[config.mk]
export PLATFORM = sky130hd
export DESIGN_NAME = quot_res_recon_flat
export DESIGN_NICKNAME = d
export VERILOG_FILES = /design/src/rtl/quot_res_recon_if.sv /design/src/rtl/quot_res_recon.sv /design/src/flat_wrapper.sv
export SDC_FILE = /design/constraint.sdc
export NUM_CORES = 1
export LEC_CHECK = 0
export ABC_AREA = 1
export ABC_CLOCK_PERIOD_IN_PS = 6900
export CAP_MARGIN = 30
export CORE_ASPECT_RATIO = 0.5
export CORE_UTILIZATION = 35
export CTS_BUF_LIST = sky130_fd_sc_hd__clkbuf_8 sky130_fd_sc_hd__clkbuf_16
export DETAILED_ROUTE_END_ITERATION = 8
export SLEW_MARGIN = 5
export SYNTH_ARGS = -nofsm -noshare
export SYNTH_HDL_FRONTEND = slang
export SYNTH_SLANG_ARGS = --single-unit
[constraint.sdc]
create_clock -name clk -period 6.9 [get_ports clk]
set_input_delay 1.035 -clock clk [delete_from_list [all_inputs] [get_ports clk]]
set_output_delay 1.035 -clock clk [all_outputs]
set_load 0.02 [all_outputs]
[src/rtl/quot_res_recon_if.sv]
// Handshake bundle for the quotient/residue reconstructor.
//   master : producer of (q_in, r_in) and consumer of (x_out, flags)
//   slave  : the reconstructor itself
// Input side : in_valid/in_ready with q_in (W bits) and r_in (RW bits).
// Output side: out_valid/out_ready with x_out (W bits), ovf, rem_err.
interface quot_res_recon_if #(
    parameter int W  = 36,
    parameter int RW = 7
);
    logic          in_valid;
    logic          in_ready;
    logic [W-1:0]  q_in;
    logic [RW-1:0] r_in;
    logic          out_valid;
    logic          out_ready;
    logic [W-1:0]  x_out;
    logic          ovf;
    logic          rem_err;

    modport master (
        output in_valid, q_in, r_in, out_ready,
        input  in_ready, out_valid, x_out, ovf, rem_err
    );

    modport slave (
        input  in_valid, q_in, r_in, out_ready,
        output in_ready, out_valid, x_out, ovf, rem_err
    );
endinterface

[src/rtl/quot_res_recon.sv]
// quot_res_recon: rebuilds a dividend x = q*D + r from a quotient/residue pair.
// Digit-serial, MSB-first, CHUNK quotient bits per RUN cycle, so a result takes
// W/CHUNK RUN cycles plus one FIN cycle after the accept edge.
// Ports:
//   clk    : clock, all state on the rising edge
//   rst_n  : synchronous active-low reset
//   bus    : slave side of quot_res_recon_if
//            in_valid/in_ready/q_in/r_in     -> operand input (taken only in IDLE)
//            out_valid/out_ready/x_out/ovf/rem_err -> result, held until accepted
// x_out is (q*D + r) mod 2**W; ovf flags a true result above 2**W-1;
// rem_err flags r >= D (the result is still produced).
// W must be a multiple of CHUNK and D must be below 2**RW.
module quot_res_recon #(
    parameter int W     = 36,
    parameter int D     = 113,
    parameter int RW    = 7,
    parameter int CHUNK = 3
) (
    input  logic              clk,
    input  logic              rst_n,
    quot_res_recon_if.slave   bus
);
    localparam int N  = W / CHUNK;
    localparam int AW = W + RW + 1;            // accumulator width
    localparam int SW = AW + CHUNK + 1;        // one RUN step, before truncation
    localparam int CW = (N > 1) ? $clog2(N) : 1;
    localparam logic [CW-1:0] LAST = CW'(N - 1);
    localparam logic [SW-1:0] DV   = SW'(D);

    typedef enum logic [1:0] {IDLE, RUN, FIN, DONE} state_t;

    state_t         state_q;
    logic [W-1:0]   sr_q;
    logic [RW-1:0]  r_q;
    logic [AW-1:0]  acc_q, acc_d;
    logic [CW-1:0]  cnt_q;
    logic           lost_q, lost_d;
    logic           in_ready_q, out_valid_q, ovf_q, rem_err_q;
    logic [W-1:0]   x_q;

    logic [CHUNK-1:0] digit;
    logic [SW-1:0]    step;
    logic [AW:0]      sum;

    // One Horner step: acc*2^CHUNK + digit*D. Anything that falls off the top of
    // the accumulator is remembered so ovf stays exact for any parameter choice.
    always_comb begin
        digit  = sr_q[W-1 -: CHUNK];
        step   = (SW'(acc_q) << CHUNK) + SW'(digit) * DV;
        acc_d  = step[AW-1:0];
        lost_d = |step[SW-1:AW];
        sum    = (AW+1)'(acc_q) + (AW+1)'(r_q);
    end

    always_ff @(posedge clk) begin
        if (!rst_n) begin
            state_q     <= IDLE;
            sr_q        <= '0;
            r_q         <= '0;
            acc_q       <= '0;
            cnt_q       <= '0;
            lost_q      <= 1'b0;
            in_ready_q  <= 1'b1;
            out_valid_q <= 1'b0;
            x_q         <= '0;
            ovf_q       <= 1'b0;
            rem_err_q   <= 1'b0;
        end else begin
            case (state_q)
                IDLE: begin
                    if (bus.in_valid) begin
                        sr_q       <= bus.q_in;
                        r_q        <= bus.r_in;
                        acc_q      <= '0;
                        cnt_q      <= '0;
                        lost_q     <= 1'b0;
                        in_ready_q <= 1'b0;
                        state_q    <= RUN;
                    end
                end
                RUN: begin
                    acc_q  <= acc_d;
                    lost_q <= lost_q | lost_d;
                    sr_q   <= sr_q << CHUNK;
                    cnt_q  <= cnt_q + 1'b1;
                    if (cnt_q == LAST) state_q <= FIN;
                end
                FIN: begin
                    x_q         <= sum[W-1:0];
                    ovf_q       <= (|sum[AW:W]) | lost_q;
                    rem_err_q   <= ({1'b0, r_q} >= (RW+1)'(D));
                    out_valid_q <= 1'b1;
                    state_q     <= DONE;
                end
                DONE: begin
                    // x_out/flags are left alone here so they persist until the next FIN
                    if (bus.out_ready) begin
                        out_valid_q <= 1'b0;
                        in_ready_q  <= 1'b1;
                        state_q     <= IDLE;
                    end
                end
                default: begin
                    state_q    <= IDLE;
                    in_ready_q <= 1'b1;
                end
            endcase
        end
    end

    assign bus.in_ready  = in_ready_q;
    assign bus.out_valid = out_valid_q;
    assign bus.x_out     = x_q;
    assign bus.ovf       = ovf_q;
    assign bus.rem_err   = rem_err_q;
endmodule

[src/flat_wrapper.sv]
// flat-port wrapper written by rule: the top's interface ports become plain ports
module quot_res_recon_flat 
#(
    parameter int W     = 36,
    parameter int D     = 113,
    parameter int RW    = 7,
    parameter int CHUNK = 3
)
  (clk, rst_n, bus_in_valid, bus_q_in, bus_r_in, bus_out_ready, bus_in_ready, bus_out_valid, bus_x_out, bus_ovf, bus_rem_err);
  quot_res_recon_if #(.W(W), .RW(RW)) bus_i ();
  input  logic clk;
  input  logic rst_n;
  input wire logic [$bits(bus_i.in_valid)-1:0] bus_in_valid;
  input wire logic [$bits(bus_i.q_in)-1:0] bus_q_in;
  input wire logic [$bits(bus_i.r_in)-1:0] bus_r_in;
  input wire logic [$bits(bus_i.out_ready)-1:0] bus_out_ready;
  output wire logic [$bits(bus_i.in_ready)-1:0] bus_in_ready;
  output wire logic [$bits(bus_i.out_valid)-1:0] bus_out_valid;
  output wire logic [$bits(bus_i.x_out)-1:0] bus_x_out;
  output wire logic [$bits(bus_i.ovf)-1:0] bus_ovf;
  output wire logic [$bits(bus_i.rem_err)-1:0] bus_rem_err;
  assign bus_i.in_valid = bus_in_valid;
  assign bus_i.q_in = bus_q_in;
  assign bus_i.r_in = bus_r_in;
  assign bus_i.out_ready = bus_out_ready;
  assign bus_in_ready = bus_i.in_ready;
  assign bus_out_valid = bus_i.out_valid;
  assign bus_x_out = bus_i.x_out;
  assign bus_ovf = bus_i.ovf;
  assign bus_rem_err = bus_i.rem_err;
  quot_res_recon #(.W(W), .D(D), .RW(RW), .CHUNK(CHUNK)) u_core (.clk(clk), .rst_n(rst_n), .bus(bus_i));
endmodule
==> results.sh <==
export IMPL_outcome="finished, final reports clean"
export IMPL_yosys_area_top_type_share_pct=35.1
export IMPL_critPathMaxStageDelay_ns=0.53
export IMPL_cts_resized=0
export IMPL_rsz0062_at_grt="no"
export IMPL_fin_ws_ns=3.59
export IMPL_final_common_cell="nand2_1"
export IMPL_powerDensity_nw_per_um2=333
export IMPL_post_place_cells=1490
export IMPL_ys_warn_count=0
export IMPL_wl_met2_mm=10.8
export IMPL_crit_slowest_cell="fa_1"
export IMPL_seq_area_frac_synth_pct=35.1
export IMPL_netlist_area_sq_um=7640
export IMPL_hp_class="reg -> reg"
export IMPL_cp_max_fo=7
export IMPL_design_area_sq_um=9300
export IMPL_fp_dieW_um=211
export IMPL_met1_length_mm=11.5
export IMPL_final_cell_mix="nand2_1, dfxtp_1, nor2_1"
export IMPL_grt_pass1_vias=7418
export IMPL_cp_common_cell="nand2_1"
export IMPL_cp_data_arrival_time_ns=3.60
export IMPL_met3_length_mm=1.65
export IMPL_cp_start_kind="register"
export IMPL_fin_crit_sh_pct=48.0
export IMPL_min_to="u_core.sr_q[1]$_SDFFE_PN0P_"
export IMPL_p_total_uw=3100
export IMPL_drt_first_pass_iters=5
export IMPL_hold_buffers=0
export IMPL_grt_max_degree=74
export IMPL_clockRootBuffer="clkbuf_16"
export IMPL_grt_ovfl_total=0
export IMPL_h_tree_depth=4
export IMPL_routed_top_layer="met4"
export IMPL_core_area_sq_um=21000
export IMPL_whs_path_depth=2
export IMPL_maxSlewHeadroom_pct=40.5
export IMPL_drv_cap=0
export IMPL_fin_setup_tns_ns=0
export IMPL_start_util_pct=36.4
export IMPL_dieArea_sq_um=22500
export IMPL_r2r_end="u_core.acc_q[17]$_SDFFE_PN0P_"
export IMPL_finalSetupViolCount=0
export IMPL_post_cts_buffers=0
export IMPL_clock_latency_ns=0.43
export IMPL_async_flop_share_pct=0
export IMPL_die_y_um=106
export IMPL_drive_gt1_share_pct=7.40
export IMPL_hp_start="u_core.sr_q[1]$_SDFFE_PN0P_"
export IMPL_finalClockSkew_ns=0.0116
export IMPL_hold_viol_final=0
export IMPL_synthTopCellsByArea="dfxtp_1, nand2_1, nor2_1"
export IMPL_cts_tree="done"
export IMPL_finalWorstPathRequiredPeriod_ns=3.31
export IMPL_crit_type="reg -> reg"
export IMPL_clk_path_buf_depth=2
export IMPL_final_cells=1522
export IMPL_dp_hpwl_mm=17.9
export IMPL_syn_inst=1154
export IMPL_clock_sinks=134
export IMPL_ios=87
export IMPL_route_vias_total=7827
export IMPL_crit_chain="fa_1 -> fa_1 -> fa_1 -> nand3_1 -> nand2_1 -> nand2_1 -> nand2_1 -> nand2_1 -> nor2_2 -> or2_2 -> o211ai_1 -> a21oi_1"
export IMPL_grtUsageTotal_pct=22.2
export IMPL_worst_pin_slew_ns=0.893
export IMPL_crit_reg2reg_launch="u_core.sr_q[34]$_SDFFE_PN0P_"
export IMPL_leakage_uw=0.00370
export IMPL_wl_per_cell_um=16.0
export IMPL_area_growth_pct=21.8
export IMPL_fmax_mhz=302
export IMPL_ir_drop_mv=0.208
export IMPL_final_nets=1292
export IMPL_r2r_cells=12
export IMPL_antenna_cells=0
export IMPL_ys_flop_type="dfxtp_1"
export IMPL_gp_congestion=0.985
export IMPL_syn_area_per_cell_sq_um=6.62
export IMPL_vias_per_cell=5.14
export IMPL_core_rowCount=37
export IMPL_routed_wl_mm=24.3
export IMPL_grt_pass1_wl_mm=39.0
export IMPL_first_iter_violations=654
export IMPL_end_kind="register"
export IMPL_cts_buffers=17
export IMPL_drtAntennaViolNets=0
export IMPL_finalMaxSlewViolations=0
export IMPL_antenna_found_initial=0
export IMPL_synth_edff_count=0
export IMPL_pre_cts_slack_ns=3.58
export IMPL_regToRegSetupSlack_ns=3.59
export IMPL_synth_seq_cells=134
export IMPL_fill_cells=2164
export IMPL_yosys_area_top_type="dfxtp_1"
export IMPL_clk_pin_slew_worst_paths_ns=0.07
export IMPL_io_buffers=86
export IMPL_drc=0
export IMPL_postPlaceCellArea_sq_um=8740
export IMPL_required_ns=7.19
export IMPL_synthDistinctLibCells=43
export IMPL_syn_num_nets=1229
-- cell usage after synthesis (3+ instances only) --
library cell  instances
nor2_1              126
inv_1               104
nand2_1             311
nor3_1                6
xor2_1               19
buf_2                12
o21ai_0              85
nor2_4                3
nand2_2               9
fa_1                  5
a21oi_1              80
nand3_1              77
clkbuf_1             31
o21ai_1               9
nor2_2               13
and3_1                3
o211ai_1              7
dfxtp_1             134
buf_1                 5
ha_1                 23
inv_2                 5
o221ai_1              8
a31oi_1              37
nand4_1              11
or2_2                 9
nor4_2                3
-- cell type report --
class,count,area (sq um),area share [%]
inverters,111,418,4.49
well taps,292,365,3.93
multi-input cells,860,4350,46.8
flip-flops and latches,134,2680,28.8
clock inverters,15,131,1.41
repair buffers,93,928,9.98
clock buffers,17,425,4.57
-- layer usage --
| layer | global-route usage (%) | up-vias |
|---|---|---|
| li1 | - | 3909 |
| met1 | 29.9 | 3671 |
| met2 | 35.7 | 218 |
| met3 | 4.99 | 29 |
| met4 | 6.16 | 0 |
| met5 | 0 | - |
-- registers in the layout, summed over array words and instances, names as in the netlist, 2 cells and up --
name              flops
u_core.bus.x_out     36
u_core.cnt_q          4
u_core.sr_q          36
u_core.r_q            7
u_core.acc_q         44
u_core.state_q        2
-- worst max path at each step --
stage                                      start  cells past startpoint                            end
floorplan           u_core.sr_q[34]$_SDFFE_PN0P_                     12  u_core.acc_q[17]$_SDFFE_PN0P_
global route        u_core.sr_q[34]$_SDFFE_PN0P_                     12  u_core.acc_q[17]$_SDFFE_PN0P_
finish              u_core.sr_q[34]$_SDFFE_PN0P_                     12  u_core.acc_q[17]$_SDFFE_PN0P_
global placement    u_core.sr_q[34]$_SDFFE_PN0P_                     12  u_core.acc_q[17]$_SDFFE_PN0P_
detailed placement  u_core.sr_q[34]$_SDFFE_PN0P_                     12  u_core.acc_q[17]$_SDFFE_PN0P_
CTS                 u_core.sr_q[34]$_SDFFE_PN0P_                     12  u_core.acc_q[17]$_SDFFE_PN0P_
-- power breakdown --
group / switching [uW] / internal [uW] / leakage (uW) / total, uW
Combinational: 729 / 419 / 0.00234 / 1150
Clock: 377 / 496 / 0.000267 / 873
Sequential: 117 / 961 / 0.00109 / 1080
Total: 1220 / 1880 / 0.00370 / 3100
-- cells by family (layout without fill, tap and decap cells) --
family | count (synthesis) | after routing | synth area share (%)
simple gates | 576 | 576 | 32.2
buf+inv | 160 | 236 | 8.12
xor+xnor | 21 | 21 | 2.41
fa+ha+maj | 28 | 28 | 5.08
compound gates | 235 | 235 | 17.0
flops | 134 | 134 | 35.1
-- critical path, delay by kind of cell (launching register included) --
kind	cells	cell delay, ns
AO/OA/AOI/OAI	2	0.16
AND/OR/NAND/NOR	7	1.08
flip-flops	1	0.45
adder cells (fa/ha/maj)	3	1.48
-- per-stage QoR --
step	hold slack, ns	utilization, %
floorplan	0.430	-
global placement	0.442	41.6
detailed placement	0.449	41.7
CTS	0.459	44.3
global route	0.478	44.3
finish	0.463	44.3
No activity file was read; power rests on OpenSTA's default activity.
